[config.mk]
export PLATFORM = sky130hd
export DESIGN_NAME = axil_flash_bridge
export DESIGN_NICKNAME = d
export VERILOG_FILES = /design/src/rtl/axil_flash_pkg.sv /design/src/rtl/axil_flash_req_decode.sv /design/src/rtl/axil_flash_bridge.sv
export SDC_FILE = /design/constraint.sdc
export NUM_CORES = 1
export LEC_CHECK = 0
export ABC_AREA = 1
export CORE_MARGIN = 1.5
export CORE_UTILIZATION = 53
export DETAILED_ROUTE_END_ITERATION = 6
export GPL_TIMING_DRIVEN = 0
export PLACE_DENSITY = 0.86
export SLEW_MARGIN = 20
export SYNTH_ARGS = -nofsm -noshare
export SYNTH_HDL_FRONTEND = slang
export SYNTH_SLANG_ARGS = --single-unit
export TNS_END_PERCENT = 100
[constraint.sdc]
create_clock -name ACLK -period 2.7 [get_ports ACLK]
set_input_delay 0.675 -clock ACLK [delete_from_list [all_inputs] [get_ports ACLK]]
set_output_delay 0.675 -clock ACLK [all_outputs]
set_load 0.02 [all_outputs]
[src/rtl/axil_flash_pkg.sv]
// Shared types and constants for the AXI-Lite to QSPI flash bridge.
package axil_flash_pkg;

  // op field values taken from ADDR[OP_LSB+2:OP_LSB]
  localparam logic [2:0] OP_CSR  = 3'b000;
  localparam logic [2:0] OP_DATA = 3'b001;
  localparam logic [2:0] OP_SECT = 3'b010;
  localparam logic [2:0] OP_BLK  = 3'b100;

  localparam logic [1:0] RESP_OKAY   = 2'b00;
  localparam logic [1:0] RESP_SLVERR = 2'b10;

  // read data returned when the backend never completes
  localparam logic [31:0] TIMEOUT_FILL = 32'hDEAD_BEEF;

  typedef enum logic [2:0] {
    ST_IDLE,
    ST_WR_WAIT,
    ST_RD_WAIT,
    ST_B_RESP,
    ST_R_RESP
  } state_e;

  typedef enum logic [1:0] {
    K_CSR,
    K_DATA,
    K_SECT,
    K_BLK
  } op_kind_e;

  // classification of one captured request
  typedef struct packed {
    op_kind_e kind;
    logic     illegal;
  } req_cls_t;

endpackage

[src/rtl/axil_flash_req_decode.sv]
// Combinational request classifier shared by the write and read paths.
module axil_flash_req_decode
  import axil_flash_pkg::*;
#(
  parameter int ADDR_W = 32,
  parameter int OP_LSB = 24
) (
  input  logic [ADDR_W-1:0] addr,
  input  logic [3:0]        strb,
  input  logic              is_write,
  output req_cls_t          cls
);

  logic [2:0] op;
  assign op = addr[OP_LSB+2:OP_LSB];

  // address bits above the op field carry no meaning for the bridge
  if (ADDR_W > OP_LSB + 3) begin : g_hi
    logic unused_hi;
    assign unused_hi = ^addr[ADDR_W-1:OP_LSB+3];
  end

  // map op field to kind; flag anything the backend must not see
  always_comb begin
    cls.kind    = K_CSR;
    cls.illegal = 1'b0;
    case (op)
      OP_CSR: begin
        cls.kind    = K_CSR;
        cls.illegal = |addr[OP_LSB-1:0];
      end
      OP_DATA: begin
        cls.kind    = K_DATA;
        cls.illegal = is_write && (strb != 4'hF);
      end
      OP_SECT: begin
        cls.kind    = K_SECT;
        cls.illegal = !is_write;
      end
      OP_BLK: begin
        cls.kind    = K_BLK;
        cls.illegal = !is_write;
      end
      default: cls.illegal = 1'b1;
    endcase
    if (addr[1:0] != 2'b00) cls.illegal = 1'b1;
  end

endmodule

[src/rtl/axil_flash_bridge.sv]
// AXI4-Lite slave turning register accesses into single-word QSPI flash ops.
module axil_flash_bridge
  import axil_flash_pkg::*;
#(
  parameter int ADDR_W      = 32,
  parameter int FLASH_AW    = 24,
  parameter int OP_LSB      = 24,
  parameter int TIMEOUT_CYC = 1048576
) (
  input  logic                ACLK,
  input  logic                ARESET,
  input  logic [ADDR_W-1:0]   AWADDR,
  input  logic [2:0]          AWPROT,
  input  logic                AWVALID,
  output logic                AWREADY,
  input  logic [31:0]         WDATA,
  input  logic [3:0]          WSTRB,
  input  logic                WVALID,
  output logic                WREADY,
  output logic                BVALID,
  output logic [1:0]          BRESP,
  input  logic                BREADY,
  input  logic [ADDR_W-1:0]   ARADDR,
  input  logic [2:0]          ARPROT,
  input  logic                ARVALID,
  output logic                ARREADY,
  output logic                RVALID,
  output logic [31:0]         RDATA,
  output logic [1:0]          RRESP,
  input  logic                RREADY,
  output logic                ll_start,
  output logic                ll_dir,
  output logic                ll_erase,
  output logic                ll_erase_blk,
  output logic                ll_spd,
  output logic [FLASH_AW-1:0] ll_address,
  output logic [31:0]         ll_word,
  input  logic [31:0]         ll_word_in,
  input  logic                ll_valid,
  input  logic                ll_busy
);

  localparam int CNT_W = (TIMEOUT_CYC > 2) ? $clog2(TIMEOUT_CYC) : 1;

  state_e            state, state_nxt;
  logic              rdy_en, pri_rd, tmo_sticky;
  logic              aw_full, w_full, ar_full;
  logic [ADDR_W-1:0] aw_addr, ar_addr;
  logic [31:0]       w_data;
  logic [3:0]        w_strb;
  logic [CNT_W-1:0]  cnt;
  logic              wr_pend, rd_pend, sel_wr, sel_rd, tmo_hit;
  req_cls_t          wr_cls, rd_cls;

  logic unused_prot;
  assign unused_prot = ^{AWPROT, ARPROT};

  assign wr_pend = aw_full && w_full;
  assign rd_pend = ar_full;
  assign tmo_hit = (cnt == CNT_W'(TIMEOUT_CYC - 1));

  axil_flash_req_decode #(.ADDR_W(ADDR_W), .OP_LSB(OP_LSB)) u_wr_dec (
    .addr(aw_addr), .strb(w_strb), .is_write(1'b1), .cls(wr_cls)
  );

  axil_flash_req_decode #(.ADDR_W(ADDR_W), .OP_LSB(OP_LSB)) u_rd_dec (
    .addr(ar_addr), .strb(4'hF), .is_write(1'b0), .cls(rd_cls)
  );

  // state register
  always_ff @(posedge ACLK) begin
    if (ARESET) state <= ST_IDLE;
    else        state <= state_nxt;
  end

  // next state, arbitration pick and handshake outputs
  always_comb begin
    state_nxt = state;
    sel_wr    = 1'b0;
    sel_rd    = 1'b0;
    AWREADY   = rdy_en && !aw_full;
    WREADY    = rdy_en && !w_full;
    ARREADY   = rdy_en && !ar_full;
    ll_start  = (state == ST_WR_WAIT) || (state == ST_RD_WAIT);
    BVALID    = (state == ST_B_RESP);
    RVALID    = (state == ST_R_RESP);
    case (state)
      ST_IDLE: if (!ll_busy) begin
        if (wr_pend && (!rd_pend || !pri_rd)) sel_wr = 1'b1;
        else if (rd_pend)                     sel_rd = 1'b1;
        if (sel_wr)
          state_nxt = (wr_cls.illegal || wr_cls.kind == K_CSR) ? ST_B_RESP : ST_WR_WAIT;
        else if (sel_rd)
          state_nxt = (rd_cls.illegal || rd_cls.kind == K_CSR) ? ST_R_RESP : ST_RD_WAIT;
      end
      ST_WR_WAIT: if (ll_valid || tmo_hit) state_nxt = ST_B_RESP;
      ST_RD_WAIT: if (ll_valid || tmo_hit) state_nxt = ST_R_RESP;
      ST_B_RESP:  if (BREADY) state_nxt = ST_IDLE;
      ST_R_RESP:  if (RREADY) state_nxt = ST_IDLE;
      default:    state_nxt = ST_IDLE;
    endcase
  end

  // one-entry AW / W / AR holding registers, freed on response acceptance
  always_ff @(posedge ACLK) begin
    if (ARESET) begin
      rdy_en  <= 1'b0;
      aw_full <= 1'b0;
      w_full  <= 1'b0;
      ar_full <= 1'b0;
      aw_addr <= '0;
      ar_addr <= '0;
      w_data  <= '0;
      w_strb  <= '0;
    end else begin
      rdy_en <= 1'b1;
      if (AWVALID && AWREADY) begin
        aw_full <= 1'b1;
        aw_addr <= AWADDR;
      end
      if (WVALID && WREADY) begin
        w_full <= 1'b1;
        w_data <= WDATA;
        w_strb <= WSTRB;
      end
      if (ARVALID && ARREADY) begin
        ar_full <= 1'b1;
        ar_addr <= ARADDR;
      end
      if (state == ST_B_RESP && BREADY) begin
        aw_full <= 1'b0;
        w_full  <= 1'b0;
      end
      if (state == ST_R_RESP && RREADY) ar_full <= 1'b0;
    end
  end

  // backend request launch, CSR side effects, completion and timeout
  always_ff @(posedge ACLK) begin
    if (ARESET) begin
      pri_rd       <= 1'b0;
      tmo_sticky   <= 1'b0;
      ll_spd       <= 1'b1;
      ll_dir       <= 1'b0;
      ll_erase     <= 1'b0;
      ll_erase_blk <= 1'b0;
      ll_address   <= '0;
      ll_word      <= '0;
      cnt          <= '0;
      BRESP        <= RESP_OKAY;
      RRESP        <= RESP_OKAY;
      RDATA        <= '0;
    end else begin
      if ((sel_wr || sel_rd) && wr_pend && rd_pend) pri_rd <= ~pri_rd;
      if (sel_wr) begin
        cnt <= '0;
        if (wr_cls.illegal) begin
          BRESP <= RESP_SLVERR;
        end else if (wr_cls.kind == K_CSR) begin
          BRESP  <= RESP_OKAY;
          ll_spd <= w_data[0];
          if (w_data[1]) tmo_sticky <= 1'b0;
        end else begin
          ll_address   <= aw_addr[FLASH_AW-1:0];
          ll_word      <= w_data;
          ll_dir       <= 1'b1;
          ll_erase     <= (wr_cls.kind != K_DATA);
          ll_erase_blk <= (wr_cls.kind == K_BLK);
        end
      end
      if (sel_rd) begin
        cnt <= '0;
        if (rd_cls.illegal) begin
          RRESP <= RESP_SLVERR;
          RDATA <= '0;
        end else if (rd_cls.kind == K_CSR) begin
          RRESP <= RESP_OKAY;
          RDATA <= {29'b0, ll_spd, tmo_sticky, ll_busy};
        end else begin
          ll_address   <= ar_addr[FLASH_AW-1:0];
          ll_dir       <= 1'b0;
          ll_erase     <= 1'b0;
          ll_erase_blk <= 1'b0;
        end
      end
      if (state == ST_WR_WAIT || state == ST_RD_WAIT) begin
        if (ll_valid) begin
          BRESP <= RESP_OKAY;
          RRESP <= RESP_OKAY;
          if (state == ST_RD_WAIT) RDATA <= ll_word_in;
        end else if (tmo_hit) begin
          BRESP      <= RESP_SLVERR;
          RRESP      <= RESP_SLVERR;
          tmo_sticky <= 1'b1;
          if (state == ST_RD_WAIT) RDATA <= TIMEOUT_FILL;
        end else begin
          cnt <= cnt + CNT_W'(1);
        end
      end
    end
  end

endmodule

; Word-level counts from Yosys, hierarchy flattened
; Index checks and enable logic that the tools add are counted.
[totals]
register_bits = 215
inputBits = 147
output_inout_bits = 102
elab_cells = 166
[classes]
add_sub_neg = 1
eq_ne = 20
n_mux = 84
bitwise = 3
n_reduce_logical = 37
[op_table]
columns = operator, n
row1 = 32-bit 2-to-1 mux, 8
row2 = 24-bit 2-to-1 mux, 6
row3 = 20-bit 2-to-1 mux, 5
row4 = 24-bit OR reduction, 2
row5 = 1-bit 2-to-1 mux, 39
row6 = 2-bit 2-to-1 mux, 13
row7 = 3-bit 2-to-1 mux, 8
row8 = 20-bit by 1-bit adder with 20-bit output (second input constant), 1
row9 = 20-bit == test (second input constant), 1
row10 = 3-bit case mux with 5 select lines, 1
row11 = 3-bit by 2-bit == test with 1-bit output (second input constant), 4
row12 = 1-bit logical AND, 12
row13 = 2-bit case mux with 3 select lines, 2
row14 = 3-bit by 1-bit == test with 1-bit output (second input constant), 3
row15 = 3-bit == test (second input constant), 3
row16 = 3-bit zero test, 3
row17 = 1-bit logical OR, 6
row18 = 2-bit by 1-bit != test with 1-bit output (second input constant), 3
row19 = 2-bit != test (second input constant), 3
row20 = 3-bit AND reduction, 2
row21 = 6-bit AND reduction, 1
row22 = 2-bit OR reduction, 3
row23 = 1-bit zero test, 4
row24 = 2-bit zero test, 2
row25 = other kinds (7), 10

; Depth between registers and ports, before layout
[logic_depth]
depth_word = 13
depth_mapped = 13
depth_no_buf = 12

; Hierarchy
; From an unflattened synthesis, not the netlist that was laid out.
[unflattened]
hier_cells = 1329
hier_area_um2 = 9635.5
[by_module_without_submodules]
columns = module, instances, cells_per_inst, area_each_um2, seq_area_each_um2
row1 = axil_flash_bridge, 1, 1241, 9262.6, 4504.3
row2 = axil_flash_req_decode, 2, 44, 186.4, 0.0

; Worst setup path before layout
; OpenSTA, ideal clock, no wires.
[synth_timing]
kind = in2reg
from = input port ll_busy
to = register cnt[18]
arrival_time_ns = 1.691
required_time_ns = 2.566
path_slack_ns = 0.876
path_stages = 10
path_buffers = 0
cell_sequence = inv_1 > nand4_1 > nor2_2 > clkinv_2 > nand2_1 > inv_2 > nand2_1 > inv_2 > nand2_1 > a21oi_1
[synth_between]
elab_chain_cells = 7
word_cells_on_any_way = 9
classes_between = mux: 9
[synth_rtl]
columns = item, line
row1 = start: declaration, axil_flash_bridge.sv:40  ; input logic ll_busy
row2 = 1-bit 2-to-1 mux, axil_flash_bridge.sv:88  ; ST_IDLE: if (!ll_busy) begin
row3 = 1-bit 2-to-1 mux, axil_flash_bridge.sv:87  ; case (state)
row4 = 20-bit 2-to-1 mux, axil_flash_bridge.sv:155  ; if (sel_wr) begin
row5 = 20-bit 2-to-1 mux (*), axil_flash_bridge.sv:171  ; if (sel_rd) begin
row6 = 20-bit 2-to-1 mux, axil_flash_bridge.sv:191  ; end else if (tmo_hit) begin
row7 = 20-bit 2-to-1 mux, axil_flash_bridge.sv:187  ; if (ll_valid) begin
row8 = 20-bit 2-to-1 mux (*), axil_flash_bridge.sv:186  ; if (state == ST_WR_WAIT || state == ST_RD_WAIT) begin
row9 = end signal: assignment, axil_flash_bridge.sv:197  ; cnt <= cnt + CNT_W'(1);
row10 = end: declaration, axil_flash_bridge.sv:51  ; logic [CNT_W-1:0] cnt;
; Every way passes the cells marked *; elsewhere a longest branch is shown, timed or not.
; A chain may end at the register's enable or synchronous reset.

; Worst setup path after layout
[layout_timing]
from = register rdy_en
to = output port ARREADY
[layout_between]
elab_chain_cells = 1
[layout_rtl]
columns = item, line
row1 = start: declaration, axil_flash_bridge.sv:46  ; logic rdy_en, pri_rd, tmo_sticky;
row2 = start signal: assignment, axil_flash_bridge.sv:107  ; rdy_en <= 1'b0;
row3 = start signal: assignment, axil_flash_bridge.sv:116  ; rdy_en <= 1'b1;
row4 = 1-bit logical AND, axil_flash_bridge.sv:83  ; ARREADY = rdy_en && !ar_full;
row5 = end: declaration, axil_flash_bridge.sv:26  ; output logic ARREADY,
; No other way between the ends.

==> impl.org <==
** Status
- The flow ran to the end, and the final reports show no timing, DRC or antenna violations.

** Setup path
- Endpoint class of the critical path :: primary output
- The number of buffers and inverters on the critical path is 2.
- Walking the worst path, the cells encountered are inv_1 > nor2_1 > clkdlybuf4s50_1.
- CP top delay family :: buffers and inverters
- Cell at the slowest stage of the critical path :: sky130_fd_sc_hd__clkdlybuf4s50_1
- Register-to-register path setup slack :: 400 ps
- The critical path is of the reg -> out type.
- Data on the critical path is required at its endpoint by 2030 ps.
- Number of cells on the worst reg-to-reg path :: 9
- Reg-to-Reg End :: ll_address[3]
- Data arrives at the worst endpoint at 1990 ps.
- In this design, the stage delay of the slowest critical-path cell is 690 ps.
- STA classifies the critical path startpoint as a register.
- In this run the critical register-to-register path is launched from w_full.
- Crit path max fanout :: 4

** Detailed routing
- The first detailed-routing pass ran for 6 iterations.
- The routed design uses 13800 µm of met2 wire.
- DRT met1 WL :: 12000 µm
- Summed over all layers, the routed wires come to 28800 µm.
- Uppermost layer routed :: met4
- Wire segments on met3 add up to 2090 µm in the final route.
- Via count :: 9830
- Drt via density :: 5.47
- Residual DRC count :: 0
- Number of routed nets with antenna violations :: 0
- Average wire per standard cell :: 16.0 µm
- Drt first-iter violations :: 871

** Worst hold path
- The worst hold path terminates at ll_dir.
- Hold Path Stages :: 2
- Source of the worst hold timing path :: ll_dir
- Hold WC Path Type :: reg -> reg

** STA
- Fmax :: 0.375 GHz
- At the pin with the least slew margin, the transition time is 761 ps.
- Setup violations remaining at the end of the flow were counted as 0.
- Final Hold Vio Count :: 0
- Setup repair after global routing left no endpoint under its margin.
- The number of max-slew violations in the final report was 0.
- After layout, the minimum clock period comes to 2660 ps.
- Measured against its own limit, the worst slew margin works out to 49.3%.
- Total negative slack for setup checks :: 0 ps
- The worst path uses 98.6% of the clock period.
- Clock skew on the completed layout was measured at 16.6 ps.

** Synthesis
- Sequential share of the synthesized area :: 45.9%
- FF+latch count, synth :: 215
- After synthesis, the largest family of logic cells by area is simple AND/OR/NAND/NOR gates.
- Async set-reset flop share out of synthesis :: 0%
- Counting distinct cell types in the post-synthesis netlist gives 37.
- Yosys instantiated no cell more often than sky130_fd_sc_hd__nand2_1.
- Post-synth EDFFs :: 0
- Arithmetic-cell share of the synthesized area counting full adders, half adders and majority gates :: 0.133%
- Mapped Area :: 9380 µm²
- The synthesized netlist devotes 0.280% of its cell area to XOR and XNOR gates.
- Cell type contributing the most total cell area after synthesis :: sky130_fd_sc_hd__dfxtp_1
- For this run, the leading register cell type out of synthesis is sky130_fd_sc_hd__dfxtp_1.
- The synthesized netlist devotes 27.0% of its cell area to simple gates.
- The top cell type by area accounts for 45.9% of the synthesized area.
- After technology mapping, the gate count stands at 1300.
- Summing the areas of all compound-gate instances in the mapped netlist gives 16.6% of the synthesized area.
- Synth area leaders :: sky130_fd_sc_hd__dfxtp_1, sky130_fd_sc_hd__nand2_1, sky130_fd_sc_hd__a21oi_1
- Warnings from Yosys :: 0
- Averaged over all synthesized cells, the footprint is 7.21 µm².
- Top post-synthesis cells by count :: sky130_fd_sc_hd__nand2_1, sky130_fd_sc_hd__dfxtp_1, sky130_fd_sc_hd__a21oi_1, sky130_fd_sc_hd__nand3_1, sky130_fd_sc_hd__inv_1
- Synthesis produced a netlist with a net count of 1448.
- Multiplexer cells account for 0% of the synthesized area.

** Place
- Routability-driven placement finished with a final weighted congestion of 0.978.
- Summing all placed instances gives a cell area of 12000 µm².
- The HPWL after detailed placement is 20700 µm.
- The count of buffers added on input and output ports is 231.

** Power and ir drop
- Leakage power of the design :: 4.91 nW
- Worst VDD drop :: 0.604 mV
- In this run the power density over the cells is 590 nW/µm².

** GRT
- The number of global-route vias before repair is 9432.
- Initial antenna violation count :: 1
- GRT Overall Usage :: 30.8%
- Summed over all layers, the global routing overflow is 0.
- Largest net degree at the start of global routing :: 15
- Global-route wire length before repair :: 45900 µm

** Layout
- Synthesis-to-layout area growth :: 36.2%
- The net count of the finished layout is 1704.
- Of the cells placed in the final design, the portion with a size suffix greater than 1 is 7.44%.
- Post-Layout Inst Area :: 12800 µm²
- Counting the fill cells in the layout gives 1356.

** Floorplanning
- Die Y :: 136 µm
- The initial utilization of the core area, before any placement, comes to 54.2%.
- CORE AREA :: 17300 µm²
- Die outline area :: 18500 µm²
- In this run the horizontal extent of the chip is 136 µm.
- Std cell rows :: 48
- 249 I/O pins were placed.

** Clocking
- Clock latency on the worst-skew pair :: 510 ps
- TritonCTS built the clock tree.
- In this run the number of H-tree levels came out at 1.
- Clock transition at the registers of the reported paths :: 60 ps
- Total number of clock tree sinks :: 215
- Number of buffers created by CTS :: 22
- Root Driver :: sky130_fd_sc_hd__clkbuf_16
- Buffers inserted to repair hold after CTS numbered 0.
- Buffer levels on the longest clock path :: 3

** Run
- Maximum Capacitance Violations :: 0
registers in the layout (all words and copies together), names as in the netlist, 2 cells and up:
name,cells
ll_word,32
w_strb,4
cnt,20
ar_addr,27
RDATA,32
aw_addr,27
w_data,32
ll_address,24
RRESP,2
state,3
BRESP,2
worst max-delay path by stage:
stage,from,end,slack (ps),cells past startpoint
final,rdy_en,ARREADY,40,3
after global routing,state[2],RVALID,7,3
after CTS,ARESET,cnt[4],40,5
after detailed placement,ARESET,cnt[2],-450,5
after floorplan,ll_busy,cnt[18],880,10
after global placement,ARESET,state[0],-450,5
through the flow:
step | hold WS [ps] | setup slack [ps] | total power, mW | util [%] | std cells
after floorplan | 439 | 876 | 3.93 | - | 1300
final | 450 | 36.6 | 7.54 | 73.8 | 1798
after global routing | 459 | 7.04 | 7.79 | 73.8 | 1798
after global placement | 436 | -452 | 4.35 | 69.2 | 1756
after detailed placement | 441 | -451 | 4.37 | 69.2 | 1756
after CTS | 451 | 37.9 | 7.54 | 73.8 | 1797
cell families after synthesis:
| family | after synthesis |
|---|---|
| AO/OA/AOI/OAI | 291 |
| XOR/XNOR | 3 |
| adder cells (fa/ha/maj) | 1 |
| buffers and inverters | 234 |
| flip-flops | 215 |
| AND/OR/NAND/NOR | 556 |
routing by layer:
metal	vias up	track usage, %
li1	4789	-
met1	4570	39.6
met2	410	52.2
met3	61	4.66
met4	0	11.2
met5	-	0
area by class of cell:
| class | instances | area (µm²) | share of cell area (%) |
|---|---|---|---|
| buffer | 77 | 363 | 2.84 |
| clock inverter | 9 | 120 | 0.941 |
| sequential | 215 | 4300 | 33.7 |
| clock buffer | 31 | 646 | 5.06 |
| timing repair buffer | 232 | 2320 | 18.2 |
| inverter | 157 | 591 | 4.62 |
| multi-input combinational | 851 | 4140 | 32.4 |
| antenna | 1 | 2.50 | 0.0196 |
| tap | 225 | 282 | 2.20 |
report_power, final:
| group | total (mW) | switching [mW] | internal (mW) |
|---|---|---|---|
| Clock | 3.20 | 1.25 | 1.95 |
| Combinational | 0.983 | 0.584 | 0.399 |
| Sequential | 3.35 | 0.0659 | 3.28 |
cell usage in the layout (no fill, tap or decap), drive strengths merged:
master,Yosys,routed
a221oi,1,1
a211oi,1,1
nand3,154,154
clkdlybuf4s50,0,229
bufinv,0,3
buf,29,30
nor3b,2,2
nor4,1,1
clkbuf,48,79
xor2,2,2
nor3,9,9
inv,155,155
nand4,42,42
o21ai,104,104
o31ai,1,1
o21bai,2,2
o211ai,2,2
dlymetal6s2s,0,2
xnor2,1,1
a21oi,179,179
ha,1,1
clkinv,2,8
dfxtp,215,215
a2bb2oi,1,1
nand2,227,227
nor2,121,121
diode,0,1
tightest hold or removal path: stages (launching register included):
cell	delay (ps)
sky130_fd_sc_hd__dfxtp_1	310
sky130_fd_sc_hd__inv_1	50
sky130_fd_sc_hd__a21oi_1	50
timing repair:
action	4_1_cts	5_1_grt
buffers inserted	1	0
resized for setup	4	5
pin swaps	1	0
endpoints found under the setup margin	2	12
(Power assumes the default switching activity.)
